<file path="config.mk">
export PLATFORM = sky130hd
export DESIGN_NAME = controle_jogo
export DESIGN_NICKNAME = d
export VERILOG_FILES = /design/src/rtl/controle_jogo.sv
export SDC_FILE = /design/constraint.sdc
export NUM_CORES = 1
export LEC_CHECK = 0
export CAP_MARGIN = 30
export CORE_ASPECT_RATIO = 0.75
export CORE_MARGIN = 4
export CORE_UTILIZATION = 45
export CTS_CLUSTER_DIAMETER = 50
export CTS_CLUSTER_SIZE = 8
export DETAILED_ROUTE_END_ITERATION = 10
export GPL_ROUTABILITY_DRIVEN = 0
export PLACE_DENSITY = 0.78
export SYNTH_ARGS = -nofsm -noshare
export SYNTH_HDL_FRONTEND = slang
export SYNTH_SLANG_ARGS = --single-unit
</file>
<file path="constraint.sdc">
create_clock -name CLOCK_50 -period 2.6 [get_ports CLOCK_50]
set_clock_uncertainty 0.15 [all_clocks]
set_input_delay 0.39 -clock CLOCK_50 [delete_from_list [all_inputs] [get_ports CLOCK_50]]
set_output_delay 0.39 -clock CLOCK_50 [all_outputs]
set_load 0.05 [all_outputs]
</file>
<file path="src/rtl/controle_jogo.sv">
// Game-flow controller: start, play, pause, hit recovery and game over.
// Turns collision levels into once-per-contact score/life events, evaluated once per VGA frame.
//
//  state    | meaning
//  INICIO   | waiting for the first start edge, entities frozen
//  JOGANDO  | normal play, entities moving, collisions scored
//  ATINGIDO | ship hit, invulnerable for a number of frames
//  PAUSADO  | everything frozen, returns to the saved state
//  PERDEU   | no lives left, score held until a new start edge
module controle_jogo #(
  parameter int VIDAS_INICIAIS       = 3,
  parameter int QUADROS_INVULNERAVEL = 120
) (
  input  logic        CLOCK_50,
  input  logic        reset,
  input  logic        fim_quadro,
  input  logic        iniciar,
  input  logic        pausa,
  input  logic        colisao_nave,
  input  logic        colisao_inimigo,
  output logic        rodando,
  output logic        reinicia_entidades,
  output logic        perdeu,
  output logic        invulneravel,
  output logic [2:0]  vidas,
  output logic [15:0] pontos,
  output logic [2:0]  estado
);

  typedef enum logic [2:0] {
    INICIO   = 3'd0,
    JOGANDO  = 3'd1,
    ATINGIDO = 3'd2,
    PAUSADO  = 3'd3,
    PERDEU   = 3'd4
  } estado_t;

  localparam logic [2:0] VIDAS_INI = 3'(VIDAS_INICIAIS);
  localparam logic [7:0] QUADROS   = 8'(QUADROS_INVULNERAVEL);

  estado_t     estado_q, estado_d;
  estado_t     salvo_q, salvo_d;
  logic [7:0]  contador_q, contador_d;
  logic [2:0]  vidas_q, vidas_d;
  logic [15:0] pontos_q, pontos_d;
  logic        hist_nave_q, hist_nave_d;
  logic        hist_ini_q, hist_ini_d;
  logic        iniciar_ant_q;
  logic        reinicia_d;
  logic        borda_inicio;
  logic        subida_nave;
  logic        subida_ini;

  assign borda_inicio = iniciar & ~iniciar_ant_q;
  assign subida_nave  = colisao_nave & ~hist_nave_q;
  assign subida_ini   = colisao_inimigo & ~hist_ini_q;

  // BCD +1 with per-digit carry; 9999 saturates.
  function automatic logic [15:0] bcd_inc(input logic [15:0] v);
    logic [15:0] r;
    logic        carry;
    r     = v;
    carry = 1'b1;
    if (v != 16'h9999) begin
      for (int i = 0; i < 4; i++) begin
        if (carry) begin
          if (r[i*4 +: 4] == 4'd9) begin
            r[i*4 +: 4] = 4'd0;
          end else begin
            r[i*4 +: 4] = r[i*4 +: 4] + 4'd1;
            carry       = 1'b0;
          end
        end
      end
    end
    return r;
  endfunction

  always_comb begin
    estado_d    = estado_q;
    salvo_d     = salvo_q;
    contador_d  = contador_q;
    vidas_d     = vidas_q;
    pontos_d    = pontos_q;
    hist_nave_d = hist_nave_q;
    hist_ini_d  = hist_ini_q;
    reinicia_d  = 1'b0;

    case (estado_q)
      INICIO, PERDEU: begin
        if (borda_inicio) begin
          estado_d    = JOGANDO;
          vidas_d     = VIDAS_INI;
          pontos_d    = 16'h0000;
          hist_nave_d = 1'b0;
          hist_ini_d  = 1'b0;
          contador_d  = 8'd0;
          reinicia_d  = 1'b1;
        end
      end

      JOGANDO, ATINGIDO: begin
        if (pausa) begin
          salvo_d  = estado_q;
          estado_d = PAUSADO;
        end else if (fim_quadro) begin
          hist_nave_d = colisao_nave;
          hist_ini_d  = colisao_inimigo;
          if (subida_ini) begin
            pontos_d = bcd_inc(pontos_q);
          end
          if (estado_q == JOGANDO) begin
            if (subida_nave) begin
              if (vidas_q == 3'd1) begin
                vidas_d  = 3'd0;
                estado_d = PERDEU;
              end else begin
                vidas_d    = vidas_q - 3'd1;
                contador_d = QUADROS;
                estado_d   = ATINGIDO;
              end
            end
          end else if (contador_q <= 8'd1) begin
            contador_d = 8'd0;
            estado_d   = JOGANDO;
          end else begin
            contador_d = contador_q - 8'd1;
          end
        end
      end

      PAUSADO: begin
        if (!pausa) begin
          estado_d = salvo_q;
        end
      end

      default: estado_d = INICIO;
    endcase
  end

  always_ff @(posedge CLOCK_50 or posedge reset) begin
    if (reset) begin
      estado_q           <= INICIO;
      salvo_q            <= JOGANDO;
      contador_q         <= 8'd0;
      vidas_q            <= VIDAS_INI;
      pontos_q           <= 16'h0000;
      hist_nave_q        <= 1'b0;
      hist_ini_q         <= 1'b0;
      iniciar_ant_q      <= 1'b0;
      rodando            <= 1'b0;
      reinicia_entidades <= 1'b0;
      perdeu             <= 1'b0;
      invulneravel       <= 1'b0;
    end else begin
      estado_q           <= estado_d;
      salvo_q            <= salvo_d;
      contador_q         <= contador_d;
      vidas_q            <= vidas_d;
      pontos_q           <= pontos_d;
      hist_nave_q        <= hist_nave_d;
      hist_ini_q         <= hist_ini_d;
      iniciar_ant_q      <= iniciar;
      rodando            <= (estado_d == JOGANDO) || (estado_d == ATINGIDO);
      reinicia_entidades <= reinicia_d;
      perdeu             <= (estado_d == PERDEU);
      invulneravel       <= (estado_d == ATINGIDO) ||
                            ((estado_d == PAUSADO) && (salvo_d == ATINGIDO));
    end
  end

  assign vidas  = vidas_q;
  assign pontos = pontos_q;
  assign estado = estado_q;

endmodule

</file>
After elaboration in Yosys (flattened, before gate mapping). Cells that the tools add are included.

Word-level logic and storage cells: 136. Bits in registers: 40. Output and inout bits: 26. Bits of input ports: 7.

Muxes and demuxes: 67. Equality and inequality tests: 27. Bitwise operators: 6. Reductions and logical operators: 14. $add $sub $neg: 6. Magnitude comparators: 1.

Operator list (number): $mux W16 (5); $mux W8 (7); $mux W3 (15); $pmux W16 S2 (1); $mux W4 (7); $mux W1 (27); $reduce_and A7 Y1 (3); $ne A2 B2 Y1 const B (10); $reduce_and A6 Y1 (3); $add A4 B1 Y4 const B (4); $eq A4 B4 Y1 const B (4); $ne A16 B16 Y1 const B (1); $pmux W8 S2 (1); $eq A3 B2 Y1 const B (5); $eq A3 B1 Y1 const B (3); $pmux W3 S3 (1); $le A8 B1 Y1 const B (1); $sub A8 B1 Y8 const B (1); $eq A3 B3 Y1 const B (2); $ne A3 B3 Y1 const B (2); $pmux W3 S2 (1); $pmux W1 S2 (2); $reduce_and A4 Y1 (1); $reduce_or A2 Y1 (2); other kinds (7) (12).

Longest topological paths before layout.
Depth after elaboration: 25. Mapped depth: 8. Gate-level depth less buffers: 8.

Least setup slack after synthesis. OpenSTA, ideal clock, no wires.

Kind: flip-flop to flip-flop. From: register estado_q[1], in the netlist estado[1]. To: register pontos_q[11], in the netlist pontos[11]. Stages on the path, launching flop included: 8. Arrival time: 2.112 ns. Buffers on the path: 2. Library setup time: 0.129 ns. Slack: 0.208 ns. Path through: dfrtp_1 > buf_2 > xnor2_1 > nor4_1 > and4_1 > buf_2 > or4_4 > o2bb2ai_1.

Word-level cells in the longest chain between the ends: 4.

Ends and longest elaborated chain: from (decl) (RTL line 41) `estado_t estado_q, estado_d;`; from (signal assigned) (RTL line 157) `estado_q <= estado_d;`; $eq A3 B1 Y1 (tied with other cells) (RTL line 89) `case (estado_q)`; $reduce_or A2 Y1 (RTL line 89); $ne A2 B2 Y1 (no line) / $reduce_bool A2 Y1 (equally long branches); $reduce_and A7 Y1 (no line); to (signal assigned) (RTL line 161) `pontos_q <= pontos_d;`; to (decl) (RTL line 45) `logic [15:0] pontos_q, pontos_d;`.

Several ways; a longest one is shown, not always the timed one. A chain may end at the register's enable or synchronous reset.

Worst setup path after layout.
From: input fim_quadro. To: register pontos_q[8], in the netlist pontos[8].

Word-level cells in the longest chain between the ends: 2.

Ends and longest elaborated chain: from (decl) (RTL line 16) `input logic fim_quadro,`; $ne A2 B2 Y1 (no line); $reduce_and A7 Y1 (no line).

No other way between the ends.

==> metrics <==
RSZ-0062 raised after global routing=no; setup TNS=0 ps; drt pass-1 iters=5; die area=about 6600 um2; setup bufs post-CTS=0; Async SR Flop Fraction=100%; Non-Filler Instances=385; first-pass GRT wire length=10800 um; placed cells=377; ANT cells=0; Worst-path clk slew=about 80 ps; CTS tree=built; antenna violations before repair=0; final WL=6230 um; Data required, critical path=2630 ps; nets=323; Slew headroom=48.9%; Leak Pwr=between 1 and 1.5 nW; area delta synth->final=23.8%; Layout fillers=443; Final Power=around 2.9 mW; Residual DRC=0; worst hold path type=reg2reg; DP Area=slightly below 3000 um2; post-synthesis sequential area ratio=41.6%; clock sink count=40; Die Span Y=71.4 um; die extent in x=92.6 um; initial core utilization=47.9%; PortBufs=32; Max-cap violations=0; share of layout cells above drive strength 1=11.2%; final hold violation count=0; critical path capture point type=flip-flop; Via-to-Cell Ratio=5.75; TritonCTS buffer count=5; Max Slew Vio Count=0; Crit Path Max Fanout=4; mapped cell area=2410 um2; Most used DFF post-synth=dfrtp_1; final worst path period share=89.0%; kind of critical path=in2reg; synth unique cells=62; Finished Cell Area=2990 um2; minimum clock period=2310 ps; ANT nets after route=0; Worst Setup Start Kind=primary input; DR vias=2213; Avg Cell Area, Syn=9.01 um2; GRT Util Overall=20.3%; latest clock arrival within the worst-skew pair=290 ps; CTS Root Cell=clkbuf_8; initial DRC count=173; final setup fails=0; maximum vdd drop=between 0.0004 and 0.0005 V; Clock Tree Buf Depth=2; CTS H-tree depth=2; Top-Level Pins=33; per-cell routed wire length=16.2 um; site row count=22; status=finished, final reports clean; Yosys warning total=0; core footprint=about 5000 um2; Synth Net Count=279; Power Dens Cells=between 900 and 1000 nW/um2; Max Freq=432 MHz; gr ovfl total=0; Worst Tran Pin Value=roughly 760 ps; number of synthesized flops with an enable pin=0; crit path DAT=2350 ps; area of the multi-input gates=1300 um2; vias in the first global route=2188; DP HPWL=~4500 um; storage element area=1000 um2; pin count of the biggest net entering global routing=41; Syn Inst Count=268; register bit count reported by yosys=40
[path summary, 6_finish.rpt]
check	cells past startpoint	slack [ps]	end	from
min in group asynchronous	3	370	contador_q[2]	reset
max in group asynchronous	3	1550	salvo_q[0]	reset
setup reg to reg	5	310	pontos[8]	estado[2]
setup / recovery	6	290	pontos[8]	fim_quadro
hold / removal	1	350	salvo_q[2]	salvo_q[2]
hold reg to reg	1	350	salvo_q[2]	salvo_q[2]
[per-stage QoR]
stage / util [%] / setup WS (ps) / hold WS [ps]
after floorplan: - / 208 / 271
after global placement: 57.4 / 94.9 / 332
after detailed placement: 57.4 / 22.4 / 337
after CTS: 59.2 / 296 / 360
after global routing: 59.3 / 164 / 378
final: 59.3 / 286 / 355
[registers in the layout, indices dropped and copies added (netlist names)]
name and count:
hist_ini_q 1, vidas 3, contador_q 8, perdeu 1, reinicia_entidades 1, estado 3
pontos 16, hist_nave_q 1, iniciar_ant_q 1, salvo_q 3, rodando 1, invulneravel 1
[logic make-up after synthesis]
family,Yosys count,share of synthesized area (%)
and+or+nand+nor,107,26.1
muxes,3,1.30
DFF,40,41.6
xor gates and xnor gates,3,1.09
buffers and inverters,28,4.97
AOI/OAI and AO/OA,82,22.5
adders and majority gates,5,2.49
[synth_stat cells (2+ instances only)]
library cell | instances | area share [%]
inv_1 | 16 | 2.5
nand4bb_1 | 3 | 1.4
nor3_1 | 10 | 2.1
dfstp_2 | 3 | 3.3
nand2b_1 | 7 | 1.8
o2bb2ai_1 | 2 | 0.73
nor3b_2 | 2 | 1.0
a21o_1 | 2 | 0.62
and4_1 | 2 | 0.73
nor4b_1 | 2 | 0.73
a221oi_1 | 2 | 0.73
xnor2_1 | 3 | 1.1
nand2_1 | 16 | 2.5
o41ai_1 | 2 | 0.73
a21oi_1 | 13 | 2.7
or3b_1 | 2 | 0.73
a21boi_0 | 2 | 0.62
dfrtp_1 | 37 | 38
nor4_2 | 2 | 1.0
nor2_1 | 23 | 3.6
o31ai_1 | 5 | 1.6
nand3_1 | 7 | 1.5
clkbuf_1 | 5 | 0.78
mux2i_1 | 2 | 0.83
ha_1 | 4 | 2.1
nor4_1 | 2 | 0.52
and3_1 | 4 | 1.0
nand4_1 | 7 | 1.8
or4_1 | 2 | 0.62
a32o_1 | 3 | 1.2
a31oi_1 | 5 | 1.3
and4bb_2 | 2 | 1.0
nor2b_1 | 7 | 1.8
o21ai_1 | 5 | 1.0
o21ai_0 | 25 | 5.2
buf_2 | 6 | 1.2
[worst max-delay path: stages]
cell	delay, ps
clkdlybuf4s50_1	480
nor3b_2	240
a41oi_1	200
or2_0	320
or4_4	570
o2bb2ai_1	140
[placed cells by master, fill, tap and decap left out, drive strengths merged, types with 7 or more instances in the layout]
master,count
dfrtp,37
clkdlybuf4s50,32
o21ai,30
nor2,23
buf,17
inv,16
nand2,16
a21oi,13
nor3,10
clkbuf,8
nor2b,7
nand3,7
nand2b,7
nand4,7
[per-layer routing]
metal	routed length [um]	GRT usage, %	up-vias
met5	0	0	-
met4	56	5.27	0
met3	369	4.72	6
met2	2750	31.3	79
met1	3060	28.8	1040
li1	-	-	1088
[where the power goes]
| group | internal (mW) | switching, mW | total [mW] |
|---|---|---|---|
| clock network | 0.217 | 0.222 | 0.438 |
| registers | 0.773 | 0.157 | 0.929 |
| logic | 0.573 | 0.950 | 1.52 |
[cell type report]
type	count	share of cell area, %
timing repair buffer	49	15.0
tap	72	3.01
sequential	40	33.6
inverter	16	2.01
multi-input combinational	200	43.4
clock buffer	8	3.01
[what timing repair did]
item	in CTS	in global routing
endpoints found under the setup margin	0	8
hold buffers	0	0
gates resized for setup	0	1
Note: power is estimated with default switching activity, not from simulation.
